**src/rtl/cdm_seq_divider_pkg.sv**
```systemverilog
// Shared definitions for the sequential restoring divider: FSM encoding and default widths.
package cdm_seq_divider_pkg;

    localparam int N_W_DEF = 16;
    localparam int D_W_DEF = 8;

    typedef enum logic [1:0] {
        S_IDLE = 2'd0,
        S_RUN  = 2'd1,
        S_DONE = 2'd2
    } div_state_t;

endpackage

```
**src/rtl/cdm_sub_ripple.sv**
```systemverilog
// Ripple-borrow subtractor (diff = a - b) built from a chain of full-subtractor cells.
// Purely combinational; bout=1 means a < b.
module cdm_sub_ripple #(
    parameter int W = 9
) (
    input  logic [W-1:0] a,
    input  logic [W-1:0] b,
    output logic [W-1:0] diff,
    output logic         bout
);

    logic [W:0] brw;

    assign brw[0] = 1'b0;

    for (genvar i = 0; i < W; i++) begin : g_cell
        assign diff[i]  = a[i] ^ b[i] ^ brw[i];
        assign brw[i+1] = (~a[i] & b[i]) | (~(a[i] ^ b[i]) & brw[i]);
    end

    assign bout = brw[W];

endmodule

```
**src/rtl/cdm_seq_divider.sv**
```systemverilog
// Iterative restoring divider: one quotient bit per clock, N_W steps, results held until next DONE.
// Start is honoured in IDLE and DONE only; a zero divisor completes immediately with div_by_zero.
module cdm_seq_divider
    import cdm_seq_divider_pkg::*;
#(
    parameter int N_W = N_W_DEF,
    parameter int D_W = D_W_DEF
) (
    input  logic           clk,
    input  logic           rst,
    input  logic           start,
    input  logic [N_W-1:0] dividend,
    input  logic [D_W-1:0] divisor,
    output logic           busy,
    output logic           done,
    output logic [N_W-1:0] quotient,
    output logic [D_W-1:0] remainder,
    output logic           div_by_zero
);

    localparam int CW = $clog2(N_W) + 1;

    div_state_t     state, state_d;
    logic [N_W-1:0] q_sh, q_d;
    logic [D_W-1:0] b_reg, b_d;
    logic [D_W:0]   r, r_d;
    logic [CW-1:0]  cnt, cnt_d;
    logic [N_W-1:0] quo_d;
    logic [D_W-1:0] rem_d;
    logic           dbz_d;

    logic [D_W:0]   sub_a, sub_t;
    logic           sub_brw;
    logic [D_W:0]   r_step;
    logic [N_W-1:0] q_step;
    logic           r_top_unused;

    // Between steps R < B holds, so the top bit of R never feeds the next shift.
    assign r_top_unused = r[D_W];

    assign sub_a = {r[D_W-1:0], q_sh[N_W-1]};

    cdm_sub_ripple #(.W(D_W + 1)) u_sub (
        .a    (sub_a),
        .b    ({1'b0, b_reg}),
        .diff (sub_t),
        .bout (sub_brw)
    );

    assign r_step = sub_brw ? sub_a : sub_t;
    assign q_step = {q_sh[N_W-2:0], ~sub_brw};

    always_ff @(posedge clk) begin
        if (rst) begin
            state       <= S_IDLE;
            q_sh        <= '0;
            b_reg       <= '0;
            r           <= '0;
            cnt         <= '0;
            quotient    <= '0;
            remainder   <= '0;
            div_by_zero <= 1'b0;
        end else begin
            state       <= state_d;
            q_sh        <= q_d;
            b_reg       <= b_d;
            r           <= r_d;
            cnt         <= cnt_d;
            quotient    <= quo_d;
            remainder   <= rem_d;
            div_by_zero <= dbz_d;
        end
    end

    always_comb begin
        state_d = state;
        q_d     = q_sh;
        b_d     = b_reg;
        r_d     = r;
        cnt_d   = cnt;
        quo_d   = quotient;
        rem_d   = remainder;
        dbz_d   = div_by_zero;
        busy    = (state == S_RUN);
        done    = (state == S_DONE);

        case (state)
            S_RUN: begin
                q_d   = q_step;
                r_d   = r_step;
                cnt_d = cnt + CW'(1);
                if (cnt == CW'(N_W - 1)) begin
                    state_d = S_DONE;
                    quo_d   = q_step;
                    rem_d   = r_step[D_W-1:0];
                end
            end
            default: begin
                // IDLE and DONE both accept a new operation.
                if (start) begin
                    q_d   = dividend;
                    b_d   = divisor;
                    r_d   = '0;
                    cnt_d = '0;
                    if (divisor == '0) begin
                        state_d = S_DONE;
                        quo_d   = '1;
                        rem_d   = dividend[D_W-1:0];
                        dbz_d   = 1'b1;
                    end else begin
                        state_d = S_RUN;
                        dbz_d   = 1'b0;
                    end
                end else begin
                    state_d = S_IDLE;
                end
            end
        endcase
    end

endmodule

```
**config.mk**
```make
export PLATFORM = sky130hd
export DESIGN_NAME = cdm_seq_divider
export DESIGN_NICKNAME = d
export VERILOG_FILES = /design/src/rtl/cdm_seq_divider_pkg.sv /design/src/rtl/cdm_sub_ripple.sv /design/src/rtl/cdm_seq_divider.sv
export SDC_FILE = /design/constraint.sdc
export NUM_CORES = 1
export LEC_CHECK = 0
export BUFFER_PORTS_ARGS = -buffer_cell sky130_fd_sc_hd__buf_2
export CORE_MARGIN = 2
export CORE_UTILIZATION = 59
export CTS_BUF_LIST = sky130_fd_sc_hd__clkbuf_16
export DETAILED_ROUTE_END_ITERATION = 10
export GPL_ROUTABILITY_DRIVEN = 0
export HOLD_SLACK_MARGIN = 0.15
export PLACE_DENSITY = 0.89
export SYNTH_ARGS = -nofsm -noshare
export SYNTH_HDL_FRONTEND = slang
export SYNTH_HIERARCHICAL = 1
export SYNTH_SLANG_ARGS = --single-unit
```
**constraint.sdc**
```tcl
create_clock -name clk -period 12.3 [get_ports clk]
set_input_delay 3.69 -clock clk [delete_from_list [all_inputs] [get_ports clk]]
set_output_delay 3.69 -clock clk [all_outputs]
set_load 0.005 [all_outputs]
```
# Word-level counts from Yosys, hierarchy flattened
# Index checks and enable logic that the tools add are counted.
# word_totals
in_bits,27
latch_bits,0
romBits,0
wordCells,94
memories,0
register_bits,64
output_inout_bits,27
mem_bits_rw,0
# classes
reduce_logical,5
n_shift,0
n_eq_ne,4
mul,0
addsub,1
div_mod_pow,0
bitwise_logic,56
order_cmp,0
mux,20
# op_table
op,n
2-to-1 mux 16 bit,6
2-to-1 mux 8 bit,7
inverter 1 bit,18
bitwise AND 1 bit,16
bitwise XOR 1 bit,15
2-to-1 mux 5 bit,2
zero test 8 bit,1
2-to-1 mux 2 bit,4
OR 1 bit,7
adder 5 x 1 -> 5 bit (second input constant),1
equality test 5 x 4 -> 1 bit (second input constant),1
nonzero test 2 bit,2
AND reduction 3 bit,1
equality test 2 x 1 -> 1 bit (second input constant),1
equality test 2 bit (second input constant),1
!= test 2 x 1 -> 1 bit (second input constant),1
AND reduction 2 bit,1
2-to-1 mux 1 bit,1

# Logic depth before layout (Yosys ltp)
# depth
word_depth,20
ltp_mapped,19
depth_no_buf,18

# Cells and area by module
# The synthesis kept the hierarchy.
# modules_own_cells
module,instances,seq_area_each_um2,cells_per_inst,area_per_inst_um2
cdm_seq_divider,1,1281.2,313,2728.9
cdm_sub_ripple,1,0.0,29,247.7

# Worst setup path after synthesis
# Ideal clock, no wire load.
# synth_path
kind,in2reg
from,input divisor[3]
to,register remainder[2]
cell_stages,5
arrival_ns,5.035
slack_ns,7.196
t_required_ns,12.231
n_path_buf,1
cell_sequence,or4_4 > o41ai_4 > buf_6 > o21ai_2 > a21oi_2
# synth_via
elab_chain_len,3
# synth_rtl
item,line,text
from (decl),cdm_seq_divider.sv:13,"input logic [D_W-1:0] divisor,"
zero test 8 bit,cdm_seq_divider.sv:105,if (divisor == '0) begin
nonzero test 2 bit (no line),--,
AND reduction 3 bit (no line),--,
to (signal assigned),cdm_seq_divider.sv:70,remainder <= rem_d;
to (decl),cdm_seq_divider.sv:17,"output logic [D_W-1:0] remainder,"
# Every way passes these cells.
# A chain may end at the register's enable or synchronous reset.

# Final worst setup path
# layout_path
from,input start
to,register remainder[1]
# layout_via
elab_chain_len,2
# layout_rtl
item,line,text
from (decl),cdm_seq_divider.sv:11,"input logic start,"
nonzero test 2 bit (no line),--,
AND reduction 3 bit (no line),--,
# Every way passes these cells.

==> key figures <==
Timing
  • Count of final max-slew check failures: 0
  • Least-Margin Pin Slew: 1.234 ns
  • Post-route fraction of the period consumed by the critical path: a little under half
  • Setup repair after global routing missed its margin: no
  • Endpoints failing setup: 0
  • Fmax: 0.1777 GHz
  • Setup TNS after final layout: 0 ns
  • Worst Skew: ~0.0053 ns
  • Count of final hold-check violations: 0
  • Crit path time final: 5.628 ns
  • Slew headroom: around 18%

Clock network
  • Max Root-Sink Buffers: 2
  • TritonCTS Buffers: 9
  • Post-CTS Hold Buffers: 0
  • Buffer count from post-CTS setup fixing: 0
  • CTS tree: done
  • Number of instances resized during post-cts repair: 0
  • # H-tree levels: 3
  • Worst-skew pair later-pin latency: 0.32 ns
  • Clock transition time at the flip-flop clock pins of the worst setup and hold paths: 0.05 ns
  • Number of sinks handled by clock tree synthesis: 64
  • Root buffer cell: sky130_fd_sc_hd__clkbuf_16

Run status
  • Outcome: finished clean

Floorplan
  • Area enclosed by the die boundary: 5630 sq um
  • Height of the chip: 75.03 um
  • Initial core utilization: 62.20%
  • # IOs: 54
  • Area of the core: 4786 sq um
  • Die width: 75.03 um
  • Std cell rows: 25

Route
  • Routed wirelength normalized by instance count: 14.47 um
  • DR vias/cell: 5.537
  • Router iterations before antenna repair: 4
  • Number of DRC violations after detailed routing: 0
  • Via count: 2,525
  • DRC violation total after the first TritonRoute iteration: about 220
  • Remaining antenna violation count: 0
  • Routed WL: ~6600 um

Yosys
  • Largest area contributor in the netlist: sky130_fd_sc_hd__dfxtp_1
  • Area share of the leading cell type in the synthesized netlist: 43.04%
  • Seq/Total Area, Yosys: 43.04%
  • Post-synth design cell area: 2977 sq um
  • Number of nets in the synthesized netlist: 380
  • Mean Syn Cell Area: 8.704 sq um
  • Seq cells post-synth: between 60 and 70
  • Synth warnings: 6
  • Post-Syn Instances: 342
  • Yosys cell types: 35
  • Biggest area contributors in the synthesized netlist: sky130_fd_sc_hd__dfxtp_1, sky130_fd_sc_hd__nor2_1, sky130_fd_sc_hd__mux2i_1, sky130_fd_sc_hd__fa_1, sky130_fd_sc_hd__a211oi_1

Setup path
  • Data arrival time of the critical path: around 5.9 ns
  • Max stage delay cell, worst path: sky130_fd_sc_hd__buf_2
  • CP bufs+invs: 3
  • Crit path launch type: primary input
  • Stage delay of the slowest cell on the critical path: between 0.5 and 0.6 ns
  • Category of the worst setup path capture point: flop
  • Required time at the worst-slack endpoint: ~13 ns
  • Worst setup path category: in -> reg
  • Cells along the critical path: buf_2 -> inv_1 -> o41ai_4 -> buf_4 -> o21ai_0 -> a21oi_1
  • Largest driver fanout on the critical path: 29
  • Largest delay share family, worst path: buffers and inverters

Global routing
  • Number of antenna violations at the first check in global routing: 0
  • Pin count of the biggest net entering global routing: roughly 70
  • Number of global-route vias before repair: 2,343
  • Overall fraction of global-route tracks in use: between 20% and 30%
  • First-pass GRT wire length: 10,810 um
  • GRT Residual Overflow: 0

Finish
  • Area of all placed cells without fillers: 3523 sq um
  • Commonest non-fill, non-tap cell in the layout: sky130_fd_sc_hd__nor2_1
  • Highest-count cells in the layout ignoring fill and taps: sky130_fd_sc_hd__nor2_1, sky130_fd_sc_hd__dfxtp_1, sky130_fd_sc_hd__buf_2, sky130_fd_sc_hd__mux2i_1, sky130_fd_sc_hd__inv_1
  • Total number of nets in the final design: 422
  • Area growth, synth to finish: 18.37%
  • Fraction of final layout cells with drive strength greater than 1: 23.91%
  • Registers with the most flip-flops: q_sh x16, quotient x16
  • Count of placed standard cells in the final layout, fillers left out: 456
  • Diode count: 0
  • Layout filler cell count: 361

Place
  • Area after detailed placement: roughly 3200 sq um
  • Count of buffers from port buffering: 53
  • Detailed placement HPWL: roughly 4200 um
  • Number of placed instances, taps included: 440

Power
  • Total power divided by cell area: 148.1 nW/um^2
  • Maximum resistive drop on vdd: 88.87 uV
  • Leakage: approximately 1.6 nW
  • Final Power: ~520 uW

Min path
  • Tightest Hold Check Type: reg -> reg

Flow run
  • Max-capacitance violation count: 0
## stage by stage
stage / util (%) / hold slack, ns / setup slack [ns]
after floorplan: - / 0.4363 / 7.196
after global placement: 67.61 / 0.4430 / 6.554
after detailed placement: 67.61 / 0.4550 / 6.492
after CTS: 73.62 / 0.4620 / 6.702
after global routing: 73.62 / 0.4840 / 6.557
final: 73.62 / 0.4606 / 6.672
## path summary, 6_finish.rpt
check	from	to	slack (ns)	cells past startpoint
worst min-delay path	remainder[5]	remainder[5]	0.46	2
worst min register to register	remainder[5]	remainder[5]	0.46	2
worst max-delay path	start	remainder[1]	6.67	6
worst max register to register	q_sh[15]	remainder[1]	7.79	18
## metal layers
metal / track usage, % / vias up / wire length, um
li1: - / 1234 / -
met1: 32.01 / 1194 / 2805
met2: 42.40 / 79 / 3297
met3: 4.418 / 18 / 307
met4: 13.89 / 0 / 186
met5: 0 / - / 0
## final cells by class
| class | count | area, sq um | area share, % |
|---|---|---|---|
| Timing Repair Buffer | 55 | 280.3 | 7.955 |
| Clock buffer | 9 | 225.2 | 6.392 |
| Sequential cell | 64 | 1281 | 36.36 |
| Inverter | 23 | 86.33 | 2.450 |
| Tap cell | 67 | 83.83 | 2.379 |
| Clock inverter | 7 | 62.56 | 1.776 |
| Multi-Input combinational cell | 231 | 1504 | 42.68 |
## power breakdown
group	internal [mW]	total, mW	switching (mW)
Sequential	0.216	0.223	0.00707
Clock	0.154	0.242	0.0881
Combinational	0.0223	0.0562	0.0339
Total	0.393	0.522	0.129
## Yosys cell counts
library cell / number
sky130_fd_sc_hd__nor2_2: 5
sky130_fd_sc_hd__buf_2: 2
sky130_fd_sc_hd__nor2_1: 66
sky130_fd_sc_hd__nor2b_1: 2
sky130_fd_sc_hd__o41a_1: 1
sky130_fd_sc_hd__inv_2: 1
sky130_fd_sc_hd__nor3_2: 6
sky130_fd_sc_hd__nor3_1: 9
sky130_fd_sc_hd__o22a_1: 1
sky130_fd_sc_hd__buf_6: 2
sky130_fd_sc_hd__and2_1: 9
sky130_fd_sc_hd__dfxtp_1: 64
sky130_fd_sc_hd__nand2b_1: 1
sky130_fd_sc_hd__a211oi_1: 18
sky130_fd_sc_hd__nand2_1: 19
sky130_fd_sc_hd__inv_1: 22
sky130_fd_sc_hd__buf_1: 2
sky130_fd_sc_hd__o21ai_0: 5
sky130_fd_sc_hd__or4_4: 1
sky130_fd_sc_hd__a21oi_1: 16
sky130_fd_sc_hd__and3_1: 1
sky130_fd_sc_hd__nand3b_1: 2
sky130_fd_sc_hd__mux2i_1: 23
sky130_fd_sc_hd__fa_1: 8
sky130_fd_sc_hd__or4_1: 1
sky130_fd_sc_hd__a31oi_1: 9
sky130_fd_sc_hd__conb_1: 1
sky130_fd_sc_hd__o41ai_4: 1
sky130_fd_sc_hd__and2_0: 1
sky130_fd_sc_hd__o21ai_2: 5
sky130_fd_sc_hd__ha_1: 3
sky130_fd_sc_hd__clkbuf_1: 18
sky130_fd_sc_hd__or3_1: 1
sky130_fd_sc_hd__a21oi_2: 5
sky130_fd_sc_hd__nand3_1: 11
## tightest hold or removal path: cells and delay by family (launching register included)
kind	cells	cell delay, ns
simple gates	1	0.07
flops	1	0.30
compound gates	1	0.05
## kinds of logic after synthesis
group | count (synthesis) | share of synthesized area, %
other | 1 | 0.1260
DFF | 64 | 43.04
adders and majority gates | 11 | 6.641
AOI/OAI and AO/OA | 61 | 14.50
and+or+nand+nor | 135 | 21.44
buffers and inverters | 47 | 6.515
muxes | 23 | 7.734
No activity file was read; power rests on OpenSTA's default activity.
